===== config.mk =====
export PLATFORM = sky130hd
export DESIGN_NAME = mem_access_arbiter_flat
export DESIGN_NICKNAME = d
export VERILOG_FILES = /design/src/rtl/mem_access_arbiter_if.sv /design/src/rtl/mem_access_arbiter.sv /design/src/flat_wrapper.sv
export SDC_FILE = /design/constraint.sdc
export NUM_CORES = 1
export LEC_CHECK = 0
export ABC_AREA = 1
export CORE_MARGIN = 2
export CORE_UTILIZATION = 25
export DETAILED_ROUTE_END_ITERATION = 7
export HOLD_SLACK_MARGIN = 0.06
export PLACE_DENSITY_LB_ADDON = 0.05
export SLEW_MARGIN = 20
export SYNTH_ARGS = -nofsm -noshare
export SYNTH_HDL_FRONTEND = slang
export SYNTH_SLANG_ARGS = --single-unit

===== constraint.sdc =====
create_clock -name Clock -period 2.3 [get_ports Clock]
set_input_delay 0.23 -clock Clock [delete_from_list [all_inputs] [get_ports Clock]]
set_output_delay 0.23 -clock Clock [all_outputs]
set_load 0.01 [all_outputs]

===== src/rtl/mem_access_arbiter_if.sv =====
// mem_access_arbiter_if: requester handshakes plus the MAR/MDR/RAM control and bus signals.
// The slave modport is the arbiter's view; master is the requesters and memory side.
interface mem_access_arbiter_if #(
    parameter int ADDR_W = 9,
    parameter int DATA_W = 32
);
    logic              p0_req, p1_req;
    logic              p0_we, p1_we;
    logic [ADDR_W-1:0] p0_addr, p1_addr;
    logic [DATA_W-1:0] p0_wdata, p1_wdata;
    logic              p0_gnt, p1_gnt;
    logic              p0_done, p1_done;
    logic [DATA_W-1:0] rdata;
    logic              busy;
    logic [DATA_W-1:0] mdr_data;
    logic [DATA_W-1:0] BusMuxOut;
    logic              MARin, MDRin, MDRread, W_sig;

    modport slave (
        input  p0_req, p1_req, p0_we, p1_we, p0_addr, p1_addr, p0_wdata, p1_wdata, mdr_data,
        output p0_gnt, p1_gnt, p0_done, p1_done, rdata, busy, BusMuxOut, MARin, MDRin, MDRread, W_sig
    );

    modport master (
        output p0_req, p1_req, p0_we, p1_we, p0_addr, p1_addr, p0_wdata, p1_wdata, mdr_data,
        input  p0_gnt, p1_gnt, p0_done, p1_done, rdata, busy, BusMuxOut, MARin, MDRin, MDRread, W_sig
    );
endinterface


===== src/rtl/mem_access_arbiter.sv =====
// mem_access_arbiter: two-port arbiter sequencing MAR/MDR/RAM read and write transactions.
// Define MEM_ARB_RR_EN for round-robin arbitration; otherwise port 0 has fixed priority.
module mem_access_arbiter #(
    parameter int ADDR_W  = 9,
    parameter int DATA_W  = 32,
    parameter int RD_WAIT = 1
) (
    input logic                  Clock,
    input logic                  Clear,
    mem_access_arbiter_if.slave  m_if
);
    typedef enum logic [2:0] {IDLE, ADDR, WDATA, WRITE, RWAIT, RLOAD, DONE} state_t;

    state_t            state_q, state_d;
    logic              we_q, we_d, port_q, port_d;
    logic [ADDR_W-1:0] addr_q, addr_d;
    logic [DATA_W-1:0] wdata_q, wdata_d, bus_q, bus_d;
    logic [2:0]        cnt_q, cnt_d;
    logic              mar_q, mar_d, mdrin_q, mdrin_d, mdrrd_q, mdrrd_d, w_q, w_d;
    logic              gnt0_q, gnt0_d, gnt1_q, gnt1_d, done0_q, done0_d, done1_q, done1_d;
    logic              busy_q, busy_d;
    logic              any_req, win;

    assign any_req = m_if.p0_req | m_if.p1_req;

`ifdef MEM_ARB_RR_EN
    logic last_q;
    // On a tie the port that was not granted last wins.
    assign win = (m_if.p0_req && m_if.p1_req) ? ~last_q : ~m_if.p0_req;
    always_ff @(posedge Clock or negedge Clear) begin
        if (!Clear)
            last_q <= 1'b1;
        else if (state_q == IDLE && any_req)
            last_q <= win;
    end
`else
    assign win = ~m_if.p0_req;
`endif

    always_comb begin
        state_d = state_q;
        we_d    = we_q;
        port_d  = port_q;
        addr_d  = addr_q;
        wdata_d = wdata_q;
        cnt_d   = cnt_q;
        case (state_q)
            IDLE: if (any_req) begin
                state_d = ADDR;
                port_d  = win;
                we_d    = win ? m_if.p1_we    : m_if.p0_we;
                addr_d  = win ? m_if.p1_addr  : m_if.p0_addr;
                wdata_d = win ? m_if.p1_wdata : m_if.p0_wdata;
            end
            ADDR: begin
                state_d = we_q ? WDATA : RWAIT;
                cnt_d   = 3'(RD_WAIT - 1);
            end
            WDATA:   state_d = WRITE;
            WRITE:   state_d = DONE;
            RWAIT: begin
                state_d = (cnt_q == '0) ? RLOAD : RWAIT;
                cnt_d   = cnt_q - 3'd1;
            end
            RLOAD:   state_d = DONE;
            default: state_d = IDLE;
        endcase
        // Outputs are decoded from the next state so they register in step with it.
        mar_d   = state_d == ADDR;
        mdrin_d = state_d == WDATA || state_d == RLOAD;
        mdrrd_d = state_d == RLOAD;
        w_d     = state_d == WRITE;
        busy_d  = state_d != IDLE;
        gnt0_d  = busy_d && !port_d;
        gnt1_d  = busy_d && port_d;
        done0_d = state_d == DONE && !port_d;
        done1_d = state_d == DONE && port_d;
        bus_d   = state_d == ADDR  ? DATA_W'(addr_d) :
                  state_d == WDATA ? wdata_d : '0;
    end

    always_ff @(posedge Clock or negedge Clear) begin
        if (!Clear) begin
            state_q <= IDLE;
            we_q    <= 1'b0;
            port_q  <= 1'b0;
            addr_q  <= '0;
            wdata_q <= '0;
            cnt_q   <= '0;
            bus_q   <= '0;
            mar_q   <= 1'b0;
            mdrin_q <= 1'b0;
            mdrrd_q <= 1'b0;
            w_q     <= 1'b0;
            gnt0_q  <= 1'b0;
            gnt1_q  <= 1'b0;
            done0_q <= 1'b0;
            done1_q <= 1'b0;
            busy_q  <= 1'b0;
        end else begin
            state_q <= state_d;
            we_q    <= we_d;
            port_q  <= port_d;
            addr_q  <= addr_d;
            wdata_q <= wdata_d;
            cnt_q   <= cnt_d;
            bus_q   <= bus_d;
            mar_q   <= mar_d;
            mdrin_q <= mdrin_d;
            mdrrd_q <= mdrrd_d;
            w_q     <= w_d;
            gnt0_q  <= gnt0_d;
            gnt1_q  <= gnt1_d;
            done0_q <= done0_d;
            done1_q <= done1_d;
            busy_q  <= busy_d;
        end
    end

    assign m_if.BusMuxOut = bus_q;
    assign m_if.MARin     = mar_q;
    assign m_if.MDRin     = mdrin_q;
    assign m_if.MDRread   = mdrrd_q;
    assign m_if.W_sig     = w_q;
    assign m_if.p0_gnt    = gnt0_q;
    assign m_if.p1_gnt    = gnt1_q;
    assign m_if.p0_done   = done0_q;
    assign m_if.p1_done   = done1_q;
    assign m_if.busy      = busy_q;
    // MDR only holds the RAM word once the DONE cycle starts, so rdata passes it through.
    assign m_if.rdata     = (state_q == DONE && !we_q) ? m_if.mdr_data : '0;
endmodule


===== src/flat_wrapper.sv =====
// flat-port wrapper written by rule: the top's interface ports become plain ports
module mem_access_arbiter_flat 
#(
    parameter int ADDR_W  = 9,
    parameter int DATA_W  = 32,
    parameter int RD_WAIT = 1
)
  (Clock, Clear, m_if_p0_req, m_if_p1_req, m_if_p0_we, m_if_p1_we, m_if_p0_addr, m_if_p1_addr, m_if_p0_wdata, m_if_p1_wdata, m_if_mdr_data, m_if_p0_gnt, m_if_p1_gnt, m_if_p0_done, m_if_p1_done, m_if_rdata, m_if_busy, m_if_BusMuxOut, m_if_MARin, m_if_MDRin, m_if_MDRread, m_if_W_sig);
  mem_access_arbiter_if #(.ADDR_W(ADDR_W), .DATA_W(DATA_W)) m_if_i ();
  input logic Clock;
  input logic Clear;
  input wire logic [$bits(m_if_i.p0_req)-1:0] m_if_p0_req;
  input wire logic [$bits(m_if_i.p1_req)-1:0] m_if_p1_req;
  input wire logic [$bits(m_if_i.p0_we)-1:0] m_if_p0_we;
  input wire logic [$bits(m_if_i.p1_we)-1:0] m_if_p1_we;
  input wire logic [$bits(m_if_i.p0_addr)-1:0] m_if_p0_addr;
  input wire logic [$bits(m_if_i.p1_addr)-1:0] m_if_p1_addr;
  input wire logic [$bits(m_if_i.p0_wdata)-1:0] m_if_p0_wdata;
  input wire logic [$bits(m_if_i.p1_wdata)-1:0] m_if_p1_wdata;
  input wire logic [$bits(m_if_i.mdr_data)-1:0] m_if_mdr_data;
  output wire logic [$bits(m_if_i.p0_gnt)-1:0] m_if_p0_gnt;
  output wire logic [$bits(m_if_i.p1_gnt)-1:0] m_if_p1_gnt;
  output wire logic [$bits(m_if_i.p0_done)-1:0] m_if_p0_done;
  output wire logic [$bits(m_if_i.p1_done)-1:0] m_if_p1_done;
  output wire logic [$bits(m_if_i.rdata)-1:0] m_if_rdata;
  output wire logic [$bits(m_if_i.busy)-1:0] m_if_busy;
  output wire logic [$bits(m_if_i.BusMuxOut)-1:0] m_if_BusMuxOut;
  output wire logic [$bits(m_if_i.MARin)-1:0] m_if_MARin;
  output wire logic [$bits(m_if_i.MDRin)-1:0] m_if_MDRin;
  output wire logic [$bits(m_if_i.MDRread)-1:0] m_if_MDRread;
  output wire logic [$bits(m_if_i.W_sig)-1:0] m_if_W_sig;
  assign m_if_i.p0_req = m_if_p0_req;
  assign m_if_i.p1_req = m_if_p1_req;
  assign m_if_i.p0_we = m_if_p0_we;
  assign m_if_i.p1_we = m_if_p1_we;
  assign m_if_i.p0_addr = m_if_p0_addr;
  assign m_if_i.p1_addr = m_if_p1_addr;
  assign m_if_i.p0_wdata = m_if_p0_wdata;
  assign m_if_i.p1_wdata = m_if_p1_wdata;
  assign m_if_i.mdr_data = m_if_mdr_data;
  assign m_if_p0_gnt = m_if_i.p0_gnt;
  assign m_if_p1_gnt = m_if_i.p1_gnt;
  assign m_if_p0_done = m_if_i.p0_done;
  assign m_if_p1_done = m_if_i.p1_done;
  assign m_if_rdata = m_if_i.rdata;
  assign m_if_busy = m_if_i.busy;
  assign m_if_BusMuxOut = m_if_i.BusMuxOut;
  assign m_if_MARin = m_if_i.MARin;
  assign m_if_MDRin = m_if_i.MDRin;
  assign m_if_MDRread = m_if_i.MDRread;
  assign m_if_W_sig = m_if_i.W_sig;
  mem_access_arbiter #(.ADDR_W(ADDR_W), .DATA_W(DATA_W), .RD_WAIT(RD_WAIT)) u_core (.Clock(Clock), .Clear(Clear), .m_if(m_if_i));
endmodule

# After elaboration in Yosys (flattened, before gate mapping)
# Cells that the tools add are included.
# Widths: inputs -> output; s select.
[classes]
n_mux = 17
n_eq_ne = 11
reduce_logical = 14
bitwise_logic = 2
add_sub_neg = 1
[ops]
columns = ["cell", "count"]
rows = [
  ["$mux 32", 6],
  ["$mux 9", 3],
  ["$eq 3x3->1 const B", 5],
  ["$pmux 3 s5", 1],
  ["$eq 3x2->1 const B", 4],
  ["$eq 3x1->1 const B", 2],
  ["$logic_not 3->1", 2],
  ["$mux 3", 2],
  ["$pmux 3 s2", 1],
  ["$logic_and 1x1->1", 5],
  ["$mux 1", 4],
  ["$reduce_bool 3->1", 1],
  ["$sub 3x1->3 const B", 1],
  ["$logic_not 1->1", 2],
  ["$reduce_and 2->1", 1],
  ["$reduce_bool 2->1", 1],
  ["$reduce_or 2->1", 1],
  ["$logic_or 1x1->1", 1],
  ["$not 1->1", 1],
  ["$or 1x1->1", 1],
]
[word_totals]
word_cells = 61
reg_bits = 90
inputBits = 120

# Longest topological paths before layout
[logic_depth]
ltp_word = 6
mapped_depth = 8

# Worst setup path after synthesis
# OpenSTA, ideal clock, no wires.
[synth_timing]
kind = "register -> register"
from = "register u_core.state_q[0]"
to = "register u_core.bus_q[29] (netlist: u_core.m_if.BusMuxOut[29])"
path_stages_with_launch = 8
arrival_time_ns = 1.184
n_path_buf = 1
setup_slack_ns = 0.994
period_less_slack_ns = 1.306
path_cell_list = "dfrtp_1 nor2_4 nand2_2 nor2_4 inv_4 buf_6 o21ai_1 nor2_1"
[synth_between]
elab_chain_len = 6
elab_cells_between_ends = 14
[synth_rtl]
columns = ["element", "line_no", "text"]
rows = [
  ["start: declaration", "mem_access_arbiter.sv:14", "state_t state_q, state_d;"],
  ["start signal: assignment", "mem_access_arbiter.sv:101", "state_q <= state_d;"],
  ["$eq 3x2->1 or $eq 3x3->1 (tied branches)", "mem_access_arbiter.sv:47", "case (state_q)"],
  ["$reduce_or 2->1 (no source line)", "-", ""],
  ["$pmux 3 s5", "mem_access_arbiter.sv:47", ""],
  ["$eq 3x2->1", "mem_access_arbiter.sv:79", "state_d == WDATA ? wdata_d : '0;"],
  ["$mux 32", "mem_access_arbiter.sv:79", ""],
  ["$mux 32 *", "mem_access_arbiter.sv:78", "bus_d = state_d == ADDR ? DATA_W'(addr_d) :"],
  ["via u_core.bus_d[29]", "mem_access_arbiter.sv:17", "logic [DATA_W-1:0] wdata_q, wdata_d, bus_q, bus_d;"],
  ["end signal: assignment", "mem_access_arbiter.sv:107", "bus_q <= bus_d;"],
  ["end: declaration", "mem_access_arbiter.sv:17", ""],
]
# The timed path passes the listed nets; every way through them passes the cells marked *.
# A chain may end at the register's enable or synchronous reset.

# Final worst setup path
[layout_timing]
from = "register u_core.state_q[0]"
to = "output port m_if_rdata[16]"
[layout_between]
elab_chain_len = 3
[layout_rtl]
columns = ["element", "line_no", "text"]
rows = [
  ["$eq 3x3->1", "mem_access_arbiter.sv:131", "assign m_if.rdata = (state_q == DONE && !we_q) ? m_if.mdr_data : '0;"],
  ["$logic_and 1x1->1", "mem_access_arbiter.sv:131", ""],
  ["$mux 32", "mem_access_arbiter.sv:131", ""],
  ["end: declaration", "flat_wrapper.sv:25", "output wire logic [$bits(m_if_i.rdata)-1:0] m_if_rdata;"],
]
# No other way between the ends.

==> impl_metrics.ini <==
[job]
maxCapViolCount = 0

[clocking]
cts-htree-levels = 3
cts_root_buffer = clkbuf_16
cts_buffer_depth = 2
cts_sinks = 81
cts_inserted_buffers = 9
cts_tree = done
clk_latency_ns = 0.33
clk_pin_slew_ns = 0.06

[hold_path]
min_path_type = in -> async

[synth]
postSynthCellCount = 496
synth_area_leaders = dfrtp_1 (52%), nand2_1 (12%), inv_1 (9.4%), nor2_1 (7.4%), o21ai_2 (4.5%)
ys_types = 25
seq_area_frac_synth = 0.5158
synth-xor-area-share = 0
ys.warnings.count = 0
synthSimpleGateAreaFrac = 0.2531
synth_top_family_by_area = simple AND/OR/NAND/NOR gates
synth_top_area_cell = dfrtp_1
avgSynthCellArea_sq_um = 7.923
synth_area_sq_um = 3930
synth_fa_ha_area_frac = 0.006367
synth_top_cell_area_share = 0.5158
synth_compound_area_frac = 0.09169
muxShareOfSynthArea = 0
ys_ff_latch = 81
synth_nets = 618

[worst_setup_path]
critPathCaptureType = output pin
cp_data_required_time_ns = 2.07
r2r-end = u_core.wdata_q[3]$_DFF_PN0_
worstPathArrival_ns = 1.90
cp-start-kind = register
path_class = reg -> out
reg2reg_from = u_core.state_q[0]$_DFF_PN0_
r2r_setup_slack_ns = 0.70
ff2ff_path_depth = 6
worstPathMaxFanout = 32

[global_routing]
grt_pass1_vias = 3867
grt_max_degree = 54
gr-usage-all-layers = 0.1423
grt_pass1_wl_um = 18260
grt_overflow_total = 0
antenna_found_initial = 0

[timing]
grt_setup_unrepaired = no
period_share = 0.9243
fin_crit_ns = 2.126
hold_viol = 0
setup-violations-final = 0
clock.fmax_mhz = 470.4
worst_slew_pin_slew_ns = 0.5155
slew_violations = 0
slew_headroom = 0.6558
timing.setup.tns_ns = 0
skew_ns = 0.007528

[layout]
mostFrequentLayoutCells = clkdlybuf4s50_1 (190), nand2_1 (123), inv_1 (98)
layout_commonest_cell = clkdlybuf4s50_1
regArea_sq_um = 2027
nets = 808
diodes = 0
drive_gt1_frac = 0.09130
multi_input_area_sq_um = 1380
syn_to_final_growth_pct = 62.15
fillCellCount = 1527

[floorplanning]
dieArea_sq_um = 16740
num_rows = 45
die_y_um = 129.4
die_w_um = 129.4
ios = 193
core_sq_um = 15260
start_util = 0.2576

[power]
power_mw = 6.205
peakVddDrop_v = 0.0003406
p_leak_nw = 3.187
powerDensity_nw_per_um2 = 973.7

[drt]
via_count = 3644
wl_per_cell_um = 12.72
vias_per_cell = 4.044
wl_um = 11460
ant_nets = 0
drc = 0
first_pass_iters = 4
drt-initial-drc-count = 161

[outcome]
status = completed

[place]
gp_congestion = 0.7557
dp_hpwl_um = 8482
portBuffers = 192
## worst max-delay path by stage
| stage | start | slack, ns | endpoint | depth (start not counted) |
|---|---|---|---|---|
| after floorplan | u_core.state_q[0]$_DFF_PN0_ | 0.99 | u_core.m_if.BusMuxOut[29]$_DFF_PN0_ | 7 |
| after detailed placement | m_if_p0_req | 0.47 | u_core.m_if.p1_gnt$_DFF_PN0_ | 7 |
| after CTS | u_core.state_q[0]$_DFF_PN0_ | 0.10 | m_if_rdata[16] | 5 |
| final | u_core.state_q[0]$_DFF_PN0_ | 0.17 | m_if_rdata[16] | 5 |
| after global routing | u_core.state_q[0]$_DFF_PN0_ | 0.03 | m_if_rdata[16] | 5 |
| after global placement | u_core.we_q$_DFFE_PN0P_ | 0.49 | m_if_rdata[15] | 5 |
## cells in the mapped netlist, drive strengths merged
| cell type | count |
|---|---|
| and2 | 9 |
| nor2 | 81 |
| a21oi | 2 |
| dfrtp | 81 |
| nand2 | 124 |
| o211ai | 11 |
| buf | 16 |
| ha | 2 |
| or2 | 10 |
| o22ai | 2 |
| nand4 | 1 |
| nand3 | 14 |
| clkbuf | 6 |
| inv | 101 |
| o21ai | 36 |
## through the flow
step | cells | setup slack, ns | utilization | instance area [sq um] | hold WS, ns
floorplan | 496 | 0.9944 | - | 3930 | -0.06559
global placement | 885 | 0.4886 | 0.3958 | 6040 | 0.1858
detailed placement | 885 | 0.4746 | 0.3958 | 6040 | 0.1918
CTS | 901 | 0.1028 | 0.4174 | 6369 | 0.3782
global route | 901 | 0.03242 | 0.4176 | 6372 | 0.3970
finish | 901 | 0.1740 | 0.4176 | 6372 | 0.3676
## layout make-up
class                           instances  share of cell area
Sequential cell                        81              0.3181
Timing Repair Buffer                  201              0.3140
Multi-Input combinational cell        292              0.2166
Inverter                              101             0.05989
Tap cell                              211             0.04143
Clock buffer                           10             0.03750
Clock inverter                          5             0.01257
## logic make-up after synthesis
logic type / count (synthesis)
AO/OA/AOI/OAI: 51
flip-flops: 81
adder cells (fa/ha/maj): 2
AND/OR/NAND/NOR: 239
buffers and inverters: 123
## state kept, by name, summed over array words and instances, names as in the netlist
register	count
u_core.m_if.p1_gnt	1
u_core.state_q	3
u_core.m_if.BusMuxOut	32
u_core.m_if.p0_gnt	1
u_core.wdata_q	32
u_core.m_if.MDRread	1
u_core.m_if.busy	1
u_core.m_if.p0_done	1
u_core.m_if.p1_done	1
u_core.port_q	1
u_core.m_if.MDRin	1
u_core.cnt_q	3
u_core.we_q	1
u_core.m_if.MARin	1
u_core.m_if.W_sig	1
## critical path, stage by stage (launching register included)
cell and delay (ns):
dfrtp_1 0.46, inv_1 0.10, nand4_1 0.10, buf_6 0.20, nor2_1 0.14, clkdlybuf4s50_1 0.55
## what timing repair did
action,CTS,global route
resized for setup,0,1
hold buffers,1,0
setup endpoints to repair,0,1
hold endpoints to repair,28,0
setup buffers,0,0
## per-layer routing
| layer | wire length [um] | global-route usage | vias to the layer above |
|---|---|---|---|
| met3 | 1212 | 0.05078 | 11 |
| li1 | - | - | 1836 |
| met2 | 5437 | 0.2427 | 153 |
| met1 | 4623 | 0.1617 | 1644 |
| met4 | 189 | 0.05946 | 0 |
| met5 | 0 | 0 | - |
## where the power goes
| group | internal, mW | switching, mW |
|---|---|---|
| registers | 1.94 | 0.169 |
| logic | 1.19 | 1.38 |
| clock network | 0.972 | 0.559 |
No activity file was read; power rests on OpenSTA's default activity.
